## src/rtl/servo_pkg.sv

```systemverilog
// Shared constants and helpers for the multi-channel servo PWM generator.
// Defaults describe standard hobby servos driven from a 50 MHz clock.
package servo_pkg;

    localparam int unsigned DEF_CLK_HZ    = 50_000_000;
    localparam int unsigned DEF_PERIOD    = 1_000_000;
    localparam int unsigned DEF_MIN_PULSE = 25_000;
    localparam int unsigned DEF_MAX_PULSE = 125_000;
    localparam int unsigned DEF_LSB_CYC   = 392;

    // Legal channel count range and conversion arithmetic width.
    localparam int unsigned MIN_CH = 1;
    localparam int unsigned MAX_CH = 16;
    localparam int unsigned CONV_W = 64;

    // Position to pulse width; the wide product cannot wrap before the clamp.
    function automatic logic [CONV_W-1:0] pos_to_pulse(
        input logic [CONV_W-1:0] pos,
        input logic [CONV_W-1:0] min_pulse,
        input logic [CONV_W-1:0] lsb_cyc,
        input logic [CONV_W-1:0] max_pulse
    );
        logic [CONV_W-1:0] raw;
        raw = min_pulse + pos * lsb_cyc;
        return (raw > max_pulse) ? max_pulse : raw;
    endfunction

endpackage

```

## src/rtl/servo_slew_channel.sv

```systemverilog
// One servo channel: active flag, target/current pulse width, per-frame
// slew limiting and the registered output compare against the frame counter.
module servo_slew_channel
    import servo_pkg::*;
#(
    parameter int CNT_W_P     = 20,
    parameter int PW_W_P      = 17,
    parameter int MIN_PULSE_P = 25000,
    parameter int STEP_P      = 0
) (
    input  logic               Clk_i,
    input  logic               Reset_i,
    input  logic               Enable_i,
    input  logic               Wr_en_i,
    input  logic [PW_W_P-1:0]  Wr_pulse_i,
    input  logic               Commit_i,
    input  logic [CNT_W_P-1:0] Frame_cnt_i,
    output logic               Pwm_o
);

    localparam int CMP_W = (CNT_W_P > PW_W_P) ? CNT_W_P : PW_W_P;
    localparam logic [PW_W_P-1:0]        MIN_PW = PW_W_P'(MIN_PULSE_P);
    localparam logic [PW_W_P-1:0]        STEP_U = PW_W_P'(STEP_P);
    localparam logic signed [PW_W_P:0]   STEP_S = (PW_W_P+1)'(STEP_P);

    logic              active;
    logic [PW_W_P-1:0] tgt;
    logic [PW_W_P-1:0] cur;

    // Move cur toward tgt by at most STEP_P, landing exactly on tgt.
    function automatic logic [PW_W_P-1:0] slew_step(
        input logic [PW_W_P-1:0] cur_w,
        input logic [PW_W_P-1:0] tgt_w
    );
        logic signed [PW_W_P:0] diff;
        diff = $signed({1'b0, tgt_w}) - $signed({1'b0, cur_w});
        if (STEP_P == 0)
            return tgt_w;
        if (diff > STEP_S)
            return cur_w + STEP_U;
        if (diff < -STEP_S)
            return cur_w - STEP_U;
        return tgt_w;
    endfunction

    always_ff @(posedge Clk_i or negedge Reset_i) begin
        if (!Reset_i) begin
            active <= 1'b0;
            tgt    <= MIN_PW;
            cur    <= MIN_PW;
            Pwm_o  <= 1'b0;
        end else begin
            // Writes never coincide with a commit: ready is low in that cycle.
            if (Wr_en_i) begin
                tgt <= Wr_pulse_i;
                if (!active) begin
                    active <= 1'b1;
                    cur    <= Wr_pulse_i;
                end
            end else if (Commit_i && active) begin
                cur <= slew_step(cur, tgt);
            end
            Pwm_o <= Enable_i && active && (CMP_W'(Frame_cnt_i) < CMP_W'(cur));
        end
    end

endmodule

```

## src/rtl/servo_pwm_multi.sv

```systemverilog
// Multi-channel servo PWM generator: shared frame counter, write port decode
// and one slew-limited channel instance per servo output.
module servo_pwm_multi
    import servo_pkg::*;
#(
    parameter int CH_P        = 4,
    parameter int CH_W_P      = 2,
    parameter int POS_W_P     = 8,
    parameter int PERIOD_P    = 1000000,
    parameter int CNT_W_P     = 20,
    parameter int MIN_PULSE_P = 25000,
    parameter int MAX_PULSE_P = 125000,
    parameter int LSB_CYC_P   = 392,
    parameter int PW_W_P      = 17,
    parameter int STEP_P      = 0
) (
    input  logic               Clk_i,
    input  logic               Reset_i,
    input  logic               Enable_i,
    input  logic               Wr_valid_i,
    output logic               Wr_ready_o,
    input  logic [CH_W_P-1:0]  Wr_ch_i,
    input  logic [POS_W_P-1:0] Wr_pos_i,
    output logic [CH_P-1:0]    Pwm_o,
    output logic               Frame_start_o
);

    localparam logic [CNT_W_P-1:0] LAST_CNT = CNT_W_P'(PERIOD_P - 1);

    logic [CNT_W_P-1:0] frame_cnt;
    logic               commit;
    logic               wr_fire;
    logic [PW_W_P-1:0]  wr_pulse;
    logic [CH_P-1:0]    wr_sel;

    always_ff @(posedge Clk_i or negedge Reset_i) begin
        if (!Reset_i)
            frame_cnt <= '0;
        else if (!Enable_i || frame_cnt == LAST_CNT)
            frame_cnt <= '0;
        else
            frame_cnt <= frame_cnt + 1'b1;
    end

    // Reset_i gating keeps every output low while reset is asserted.
    assign commit        = Enable_i && (frame_cnt == LAST_CNT);
    assign Wr_ready_o    = Reset_i && !commit;
    assign Frame_start_o = Reset_i && Enable_i && (frame_cnt == '0);
    assign wr_fire       = Wr_valid_i && Wr_ready_o;

    assign wr_pulse = PW_W_P'(pos_to_pulse(CONV_W'(Wr_pos_i), CONV_W'(MIN_PULSE_P),
                                           CONV_W'(LSB_CYC_P), CONV_W'(MAX_PULSE_P)));

    // Channel indices >= CH_P match no select line, so such writes vanish.
    for (genvar c = 0; c < CH_P; c++) begin : g_ch
        assign wr_sel[c] = wr_fire && (Wr_ch_i == CH_W_P'(c));

        servo_slew_channel #(
            .CNT_W_P     (CNT_W_P),
            .PW_W_P      (PW_W_P),
            .MIN_PULSE_P (MIN_PULSE_P),
            .STEP_P      (STEP_P)
        ) u_ch (
            .Clk_i       (Clk_i),
            .Reset_i     (Reset_i),
            .Enable_i    (Enable_i),
            .Wr_en_i     (wr_sel[c]),
            .Wr_pulse_i  (wr_pulse),
            .Commit_i    (commit),
            .Frame_cnt_i (frame_cnt),
            .Pwm_o       (Pwm_o[c])
        );
    end

endmodule

```

## config.mk

```make
export PLATFORM = sky130hd
export DESIGN_NAME = servo_pwm_multi
export DESIGN_NICKNAME = d
export VERILOG_FILES = /design/src/rtl/servo_pkg.sv /design/src/rtl/servo_slew_channel.sv /design/src/rtl/servo_pwm_multi.sv
export SDC_FILE = /design/constraint.sdc
export NUM_CORES = 1
export LEC_CHECK = 0
export CAP_MARGIN = 20
export CORE_UTILIZATION = 50
export DETAILED_ROUTE_END_ITERATION = 16
export PLACE_DENSITY = 0.76
export SLEW_MARGIN = 20
export SYNTH_ARGS = -nofsm -noshare
export SYNTH_HDL_FRONTEND = slang
export SYNTH_SLANG_ARGS = --single-unit
```

## constraint.sdc

```tcl
create_clock -name Clk_i -period 3.3 [get_ports Clk_i]
set_input_delay 0.495 -clock Clk_i [delete_from_list [all_inputs] [get_ports Clk_i]]
set_output_delay 0.495 -clock Clk_i [all_outputs]
set_load 0.02 [all_outputs]
```

# Yosys cells after proc, flatten, opt, wreduce, memory -nomap -nowiden
# Index checks and enable logic that the tools add are counted.
# classes
n_mux,78
add_sub_neg,6
n_bitwise,0
n_lt_le_gt_ge,13
n_reduce_logical,34
mul,1
n_shift,0
n_eq_ne,12
n_div,0
# ops
operator,count
17-bit two-way mux,33
20-bit by 17-bit less-than comparator with 1-bit output,4
18-bit by 1-bit > comparator with 1-bit output (second input constant),4
18-bit by 1-bit less-than comparator with 1-bit output (second input constant),4
17-bit by 17-bit subtractor with 18-bit output,4
1-bit two-way mux,44
1-bit logical AND,21
20-bit by 1-bit adder with 20-bit output (second input constant),1
20-bit equality test (second input constant),1
20-bit zero test,1
20-bit two-way mux,1
5-bit by 2-bit inequality test with 1-bit output (second input constant),4
15-bit by 17-bit adder with 18-bit output (first input constant),1
18-bit by 17-bit > comparator with 1-bit output (second input constant),1
8-bit by 6-bit multiplier with 14-bit output (second input constant),1
3-bit AND reduction,4
2-bit inequality test (second input constant),4
2-bit nonzero test,4
2-bit equality test (second input constant),2
2-bit by 1-bit equality test with 1-bit output (second input constant),1
1-bit zero test,2
2-bit zero test,1
1-bit logical OR,1
# totals
output_inout_bits,6
memories,0
reg_bits,164
latchBits,0
mem_bits_rw,0
rom_bits,0

# Logic depth before layout (Yosys ltp)
# Gate-level depths: netlist (run 1).
# logic_depth
ltp_word,19
depth_mapped,19

# By module
# Synthesis (run 1) repeated with hierarchy kept, for this count alone.
# hier_totals
hier_cells,824
area_unflattened_um2,9714.3
# modules_own_cells
mod,instances,seq_area_each_um2,cells_each,area_each_um2
servo_slew_channel,4,915.9,134,1830.5
servo_pwm_multi,1,500.5,288,2392.3

# Least setup slack after synthesis (run 1)
# Ideal clock, no wire load.
# synth_path
path_type,input -> register
from,input port Wr_pos_i[2]
to,register g_ch[0].u_ch.cur[5]
slack_ps,-696
stages,18
arrival_time_ps,3899
setup_time_ps,97
path_buffers,2
cell_sequence,inv_1 -> ha_1 -> inv_1 -> fa_1 -> ha_1 -> inv_1 -> fa_1 -> xnor2_1 -> nand3b_1 -> a21oi_2 -> a21oi_1 -> xor2_1 -> and3b_1 -> nand2_1 -> a31oi_1 -> buf_6 -> buf_6 -> o41ai_2
# synth_via
elab_chain_len,6
# synth_rtl
element,line_no,text
from (decl),servo_pwm_multi.sv:23,"input logic [POS_W_P-1:0] Wr_pos_i,"
8-bit by 6-bit multiplier with 14-bit output (*),servo_pkg.sv:24,raw = min_pulse + pos * lsb_cyc;
15-bit by 17-bit adder with 18-bit output (*),servo_pkg.sv:24,
18-bit by 17-bit > comparator with 1-bit output,servo_pkg.sv:25,return (raw > max_pulse) ? max_pulse : raw;
17-bit two-way mux (*),servo_pkg.sv:25,
17-bit two-way mux (*),servo_slew_channel.sv:56,if (!active) begin
17-bit two-way mux (*),servo_slew_channel.sv:54,if (Wr_en_i) begin
to (signal assigned),servo_slew_channel.sv:58,cur <= Wr_pulse_i;
to (signal assigned),servo_slew_channel.sv:61,"cur <= slew_step(cur, tgt);"
to (decl),servo_slew_channel.sv:28,logic [PW_W_P-1:0] cur;
# Mark *: on every way between the ends. The rest lies on a longest branch, timed or not. The select of a mux whose other input is x is not followed.
# A chain may end at the register's enable or synchronous reset.

# Final worst setup path (run 1)
# layout_path
from,input port Wr_pos_i[1]
to,register g_ch[2].u_ch.cur[12]
# layout_via
elab_chain_len,6
# layout_rtl
element,line_no
8-bit by 6-bit multiplier with 14-bit output (*),servo_pkg.sv:24
15-bit by 17-bit adder with 18-bit output (*),servo_pkg.sv:24
18-bit by 17-bit > comparator with 1-bit output,servo_pkg.sv:25
17-bit two-way mux (*),servo_pkg.sv:25
17-bit two-way mux (*),servo_slew_channel.sv:56
17-bit two-way mux (*),servo_slew_channel.sv:54
to (signal assigned),servo_slew_channel.sv:58
to (signal assigned),servo_slew_channel.sv:61
to (decl),servo_slew_channel.sv:28
# Marked as above.

==> results of run 1 <==
## state kept, by name (all words and copies together), names as in the netlist
name / count
frame_cnt: 20
g_ch.u_ch.cur: 56
g_ch.u_ch.active: 4
g_ch.u_ch.tgt: 56
g_ch.u_ch.Pwm_o: 4
## cell usage after synthesis (all sizes together) (3+ instances only)
cell    number
nand2b      10
dfrtp       92
o21bai       3
inv         69
o41ai       13
dfstp       48
a21oi       34
a41oi        8
ha          88
a211oi       3
xnor2       16
buf         16
o31ai       29
a32oi       28
nor2b        8
nor2        59
o21ai       58
nor4b        4
xor2        18
and3        10
mux2        14
o21a         8
nor4         5
nand4        4
nand2       89
nand3       14
clkbuf      26
a31oi       15
nor3         6
a21o        19
## through the flow
step	utilization [%]	cells	setup WS (ns)	power, uW
2_1_floorplan	-	842	-0.525	3700
3_3_place_gp	59.0	1124	-1.35	4400
3_5_place_dp	59.0	1124	-1.41	4490
4_1_cts	68.3	1181	-0.600	6970
5_1_grt	70.7	1182	-0.659	7640
6_report	70.7	1182	-0.525	7300
## layout make-up
class / count / area (sq um) / share of cell area (%)
multi-input combinational: 594 / 5510 / 48.4
sequential: 140 / 3560 / 31.3
timing repair buffer: 131 / 1230 / 10.8
clock buffer: 30 / 514 / 4.51
inverter: 69 / 272 / 2.38
tap: 216 / 270 / 2.37
clock inverter: 2 / 35.0 / 0.307
## layer usage
| layer | global-route usage [%] | routed length (um) | vias up |
|---|---|---|---|
| met3 | 6.87 | 1530 | 88 |
| met4 | 14.0 | 964 | 0 |
| met2 | 48.2 | 12300 | 301 |
| met1 | 33.6 | 9540 | 3550 |
| met5 | 0 | 0 | - |
| li1 | - | - | 3262 |
## worst paths after layout
kind | startpoint | endpoint | slack (ns) | depth (start not counted)
worst min register to register | g_ch[2].u_ch.tgt[15]$_DFFE_PN0P_ | g_ch[2].u_ch.tgt[15]$_DFFE_PN0P_ | 0.46 | 2
worst max register to register | frame_cnt[4]$_DFF_PN0_ | g_ch[0].u_ch.cur[12]$_DFFE_PN0P_ | 0.08 | 9
max in group asynchronous | Reset_i | g_ch[1].u_ch.tgt[15]$_DFFE_PN0P_ | 2.34 | 2
worst min-delay path | Reset_i | g_ch[2].u_ch.cur[10]$_DFFE_PN0P_ | 0.33 | 2
worst max-delay path | Wr_pos_i[1] | g_ch[2].u_ch.cur[12]$_DFFE_PN0P_ | -0.52 | 19
min in group Clk_i | g_ch[2].u_ch.tgt[15]$_DFFE_PN0P_ | g_ch[2].u_ch.tgt[15]$_DFFE_PN0P_ | 0.46 | 2
## cell families (layout without fill, tap and decap cells)
family	after synthesis	in the layout	synth area share [%]
adder cells (fa/ha/maj)	90	90	13.6
multiplexers	14	14	1.88
XOR/XNOR	34	34	4.27
AO/OA/AOI/OAI	230	233	19.7
AND/OR/NAND/NOR	223	223	12.4
buffers and inverters	111	232	5.60
flip-flops	140	140	42.5
## power groups by stage
stage          combinational, uW  clock [uW]  sequential, uW
2_1_floorplan               1310           0            2390
3_3_place_gp                1970           0            2430
3_5_place_dp                2030           0            2450
4_1_cts                     2720        1820            2430
5_1_grt                     3250        1900            2490
6_report                    3030        1820            2450
## repair_timing
action | 4_1_cts | 5_1_grt
hold endpoints to repair | 0 | 0
pin swaps | 46 | 48
setup endpoints to repair | 112 | 113
resized for setup | 138 | 70
setup buffers | 18 | 6
cloned | 10 | 0
==> impl_results.md, run 1 <==
- Outcome: complete, but fails checks
- Failing checks: negative setup slack
- Die ar.: 17300 sq um
- VDD IR-drop max: 0.000377 V
- Largest net degree at the start of global routing: 74
- Syn avg cell area: 9.95 sq um
- CP Data Arrival Time: between 4 and 5 ns
- Hold-fix buffers, CTS: 0
- Detail Placement HPWL: about 15000 um
- Post-DP Area: 9510 sq um
- Seq/Total Area, Yosys: between 40% and 50%
- Design area: between 10000 and 15000 sq um
- Critical path's top delay family: adder cells
- Total Nets Final: about 1100
- Total gr overflow: 0
- Fin. max-slew vios: 0
- Asr flop ratio synth: 100%
- Clock Latency Late Sink: ~0.43 ns
- CP max stage delay: 0.41 ns
- Clock Power Share: about a quarter
- Worst EP required: approximately 3.6 ns
- Syn Inst Count: around 840
- Critical path class: input pin to flip-flop
- Critical path fanouts, max: 8
- Unrepaired setup endpoints after global routing: yes
- Final period demand of the worst path: ~3.8 ns
- P per Cell Area: ~640 nW/um^2
- Net Count, Synth: approximately 950
- Synth top area cells: dfrtp_1 (27%), dfstp_2 (15%), ha_1 (13%), nand2_1 (4.0%), o21ai_0 (3.3%)
- GRT Total Usage: 28.4%
- P_int: about 4800 uW
- First-pass GRT wire length: about 38000 um
- Maximum clock frequency: 261 MHz
- Relative slew slack: about 25%
- Area delta synth->final: 36.0%
- Yosys cell types: 63
- Initial antenna violation count: 0
- Number of core rows: 46
- Count of final hold-check violations: 0
- Synth Flop Type: dfrtp_1
- Diode count: 0
- Post-synth EDFFs: 0
- Clock Sinks: 140
- Final GP Congestion: ~0.84
- Clk buf depth: 2
- Synth warn: 0
- CP Cell Sequence: buf_4 -> ha_4 -> xnor2_4 -> ha_4 -> ha_4 -> ha_4 -> inv_2 -> fa_2 -> xnor2_2 -> nand3b_1 -> buf_4 -> nor3b_4 -> xor2_1 -> and3b_2 -> nand3_4 -> a31oi_4 -> buf_6 -> buf_16 -> o41ai_2
- Sw power: roughly 2500 uW
- Final worst-path cycle share: 116%
- Worst-Margin Slew: about 1.1 ns
- Drt wl/cell: slightly above 20 um
- Post-route antenna net violation count: 0
- DRC Markers: 0
- Share of cells above drive strength 1: between 30% and 40%
- Synth top area share: between 20 and 30%
- Starting density of the core: between 50% and 60%
- Die Ht: around 130 um
- CP Buf/Inv Count: 5
- Io pins: 20
- Root buffer cell: clkbuf_16
- Commonest cells after routing, fill and taps aside: dfrtp_1 (92), buf_4 (92), nand2_1 (87)
- Comb power frac: between 40% and 50%
- Drt initial violations: around 630
- Leak: between 0.005 and 0.006 uW
- Max H-tree Level: 4
- Clock tree from TritonCTS: built
- Core area: roughly 16000 sq um
- Cts bufs inserted: 17
- Clock skew: 0.00821 ns
- Crit end category: flip-flop
- Vias/cell: a little over 6
- Switching Share: between 30% and 40%
- Hold/Removal Path Class: input pin to asynchronous set/reset pin
- Count of state elements after synthesis: 140
- Clk slew on worst S/H paths: 0.05 ns
- Die width: 131 um
- Hold Slack: 0.326 ns
- Filler instances: 1079
- Vias: 7201
- Sequential Power Share: between 30% and 40%
- Worst Setup Start Kind: input pin
- Slowest-stage cell, CP: fa_2
- Most used cell along the critical path: ha_4
- Synth area leader: dfrtp_1
- Routed WL: 24300 um
- Mapped Area: around 8400 sq um
- Max-Cap Viols: 0
- PnR worst setup slack: -0.525 ns
- Setup TNS: -41.43 ns
- Vias in the first global route: approximately 7500
- Pre-antenna DRT Iters: 5
- Setup violators final: about 110
- Port bufs: 19
(Power assumes the default switching activity.)
==> run 2: changes to the inputs <==
Settings changed: DONT_BUFFER_PORTS from default to 1, PLACE_DENSITY 0.76 to 0.74, REMOVE_ABC_BUFFERS from default to 1.
==> run 2 against run 1 <==
  * The flow finishes with violations (negative hold slack, negative setup slack)
  * Non-clock buffer count decreased by 19
  * Combinational power decreased by 8.9%
  * Global-route usage is 2.0 points lower
  * First-iteration DRC count down 1.6%
  * Clock skew down 0.00068 ns
  * Utilization fell by 2.2 points
  * Die area is the same
  * Sequential power barely moved
  * Critical path type unchanged
==> impl_results.md, run 2 (synthesized netlist as in run 1, its figures left out) <==
- Outcome: complete, but fails checks
- Failing checks: negative hold slack, negative setup slack
- Drt wl/cell: around 20 um
- Pre-antenna DRT Iters: 5
- Maximum clock frequency: roughly 270 MHz
- First-pass GRT wire length: between 30000 and 40000 um
- Initial antenna violation count: 0
- Cts bufs inserted: 17
- Total gr overflow: 0
- Most common cell after layout, fill and taps aside: dfrtp_1
- Clock tree from TritonCTS: built
- Setup violators final: 112
- Max H-tree Level: 4
- Relative slew slack: a little over a third
- Vias/cell: slightly below 6
- Clock Latency Late Sink: 0.43 ns
- Port bufs: 0
- Total Nets Final: about 1000
- Largest net degree at the start of global routing: ~140
- VDD IR-drop max: 0.000401 V
- Clock skew: between 0.007 and 0.008 ns
- Met3 usage: roughly 5.3%
- Critical path fanouts, max: 6
- Worst EP required: 3.63 ns
- Root buffer cell: clkbuf_16
- Clock Power Share: ~29%
- P per Cell Area: 660 nW/um^2
- Final period demand of the worst path: ~3.7 ns
- Routed WL: 22600 um
- Clk slew on worst S/H paths: around 0.06 ns
- Final worst-path cycle share: 113%
- Clk buf depth: 2
- Unrepaired setup endpoints after global routing: yes
- Critical path class: input pin to flip-flop
- Number of core rows: between 40 and 50
- Reg-to-reg startpoint: frame_cnt[15]$_DFF_PN0_
- Commonest cells after routing, fill and taps aside: dfrtp_1 (92), nand2_1 (87), ha_1 (82)
- Diode count: 0
- Detail Placement HPWL: ~14000 um
- Largest registers: g_ch.u_ch.cur x56, g_ch.u_ch.tgt x56, frame_cnt x20
- Count of final hold-check violations: roughly 130
- Drt initial violations: just over 600
- GRT Max-Usage Layer: met2
- Die ar.: between 15000 and 20000 sq um
- Clock Sinks: between 100 and 150
- Worst Setup Start Kind: input pin
- Crit path from: Wr_pos_i[2]
- Met2 Usage GRT: a little under half
- Fin. max-slew vios: 0
- Area occupied by multi-input gates: 5210 sq um
- Max-Cap Viols: 0
- P_int: a little under 5000 uW
- Met1 usage: a little under a third
- Hold/Removal Path Class: input pin to asynchronous set/reset pin
- Post-route antenna net violation count: 0
- Hold Slack: -0.241 ns
- Switching Share: 32.2%
- Io pins: 20
- Worst-Margin Slew: between 0.9 and 1 ns
- Core area: 16100 sq um
- Share of cells above drive strength 1: 34.1%
- Die Ht: approximately 130 um
- Vias in the first global route: between 6000 and 7000
- Comb power frac: around 38%
- Die width: roughly 130 um
- FF+latch area: about 3600 sq um
- Final GP Congestion: between 0.8 and 0.9
- CP Data Arrival Time: 4.05 ns
- Pre-CTS setup slack: -1.01 ns
- Filler instances: roughly 1100
- Crit end category: flip-flop
- Leak: 0.00494 uW
- PnR worst setup slack: -0.421 ns
- Vias: about 6900
- Sw power: 2350 uW
- Starting density of the core: about half
- DRC Markers: 0
- GRT Total Usage: 26.4%
- Sequential Power Share: approximately a third
- Area delta synth->final: 31.9%
==> run 2: critical path, stage by stage <==
cell,delay [ns]
inv_12,0.02
ha_4,0.25
inv_2,0.03
fa_1,0.51
ha_4,0.30
inv_2,0.04
fa_2,0.45
xnor2_2,0.19
nand3b_1,0.16
a21oi_2,0.20
buf_4,0.15
xnor2_2,0.11
nand2_1,0.08
and3b_2,0.24
nand2_2,0.11
a31oi_4,0.11
buf_6,0.17
buf_12,0.14
o41ai_4,0.28
==> run 2: layout make-up <==
class / instances / area share [%]
Clock buffer: 21 / 4.35
Clock inverter: 11 / 1.48
Inverter: 69 / 2.46
Multi-Input combinational cell: 591 / 47.2
Sequential cell: 140 / 32.2
Tap cell: 216 / 2.45
Timing Repair Buffer: 112 / 9.87
==> run 2: metrics by stage <==
step | power [uW] | cell area [sq um] | cells | setup TNS (ns) | utilization, %
6_report | 7300 | 11100 | 1160 | -33.01 | 68.6
5_1_grt | 7640 | 11100 | 1160 | -47.31 | 68.6
4_1_cts | 6890 | 10600 | 1155 | -21.74 | 65.6
3_5_place_dp | 4310 | 9200 | 1103 | -92.11 | 57.1
3_3_place_gp | 4250 | 9200 | 1103 | -80.26 | 57.1
2_1_floorplan | 3550 | 8170 | 800 | -179.65 | -
==> run 2: final timing paths <==
path,slack (ns),end,cells after the start
max,-0.42,g_ch[2].u_ch.cur[12]$_DFFE_PN0P_,19
min,-0.24,g_ch[3].u_ch.cur[10]$_DFFE_PN0P_,0
max reg2reg,0.08,g_ch[2].u_ch.cur[5]$_DFFE_PN1P_,10
min reg2reg,0.46,g_ch[2].u_ch.tgt[8]$_DFFE_PN1P_,2
max in group asynchronous,3.27,g_ch[0].u_ch.cur[13]$_DFFE_PN1P_,0
min in group Clk_i,0.13,g_ch[3].u_ch.tgt[3]$_DFFE_PN1P_,1
==> run 2: repair_timing <==
item,in CTS,in global routing
buffers inserted,19,10
setup endpoints to repair,112,112
gates cloned,2,2
pin swaps,40,42
resized for setup,127,71
endpoints found under the hold margin,140,140
==> run 2: layer usage <==
layer / part of all wire [%] / wire [um]
met5: 0 / 0
met4: 2.7 / 619
met3: 5.0 / 1130
met2: 52 / 11900
met1: 40 / 9010
==> run 2: power by group through the flow <==
stage | clock (uW) | sequential [uW] | combinational [uW]
after floorplan | 0 | 2400 | 1150
after global placement | 0 | 2440 | 1810
after detailed placement | 0 | 2460 | 1850
after CTS | 2090 | 2430 | 2370
after global routing | 2160 | 2490 | 2990
final | 2080 | 2450 | 2760
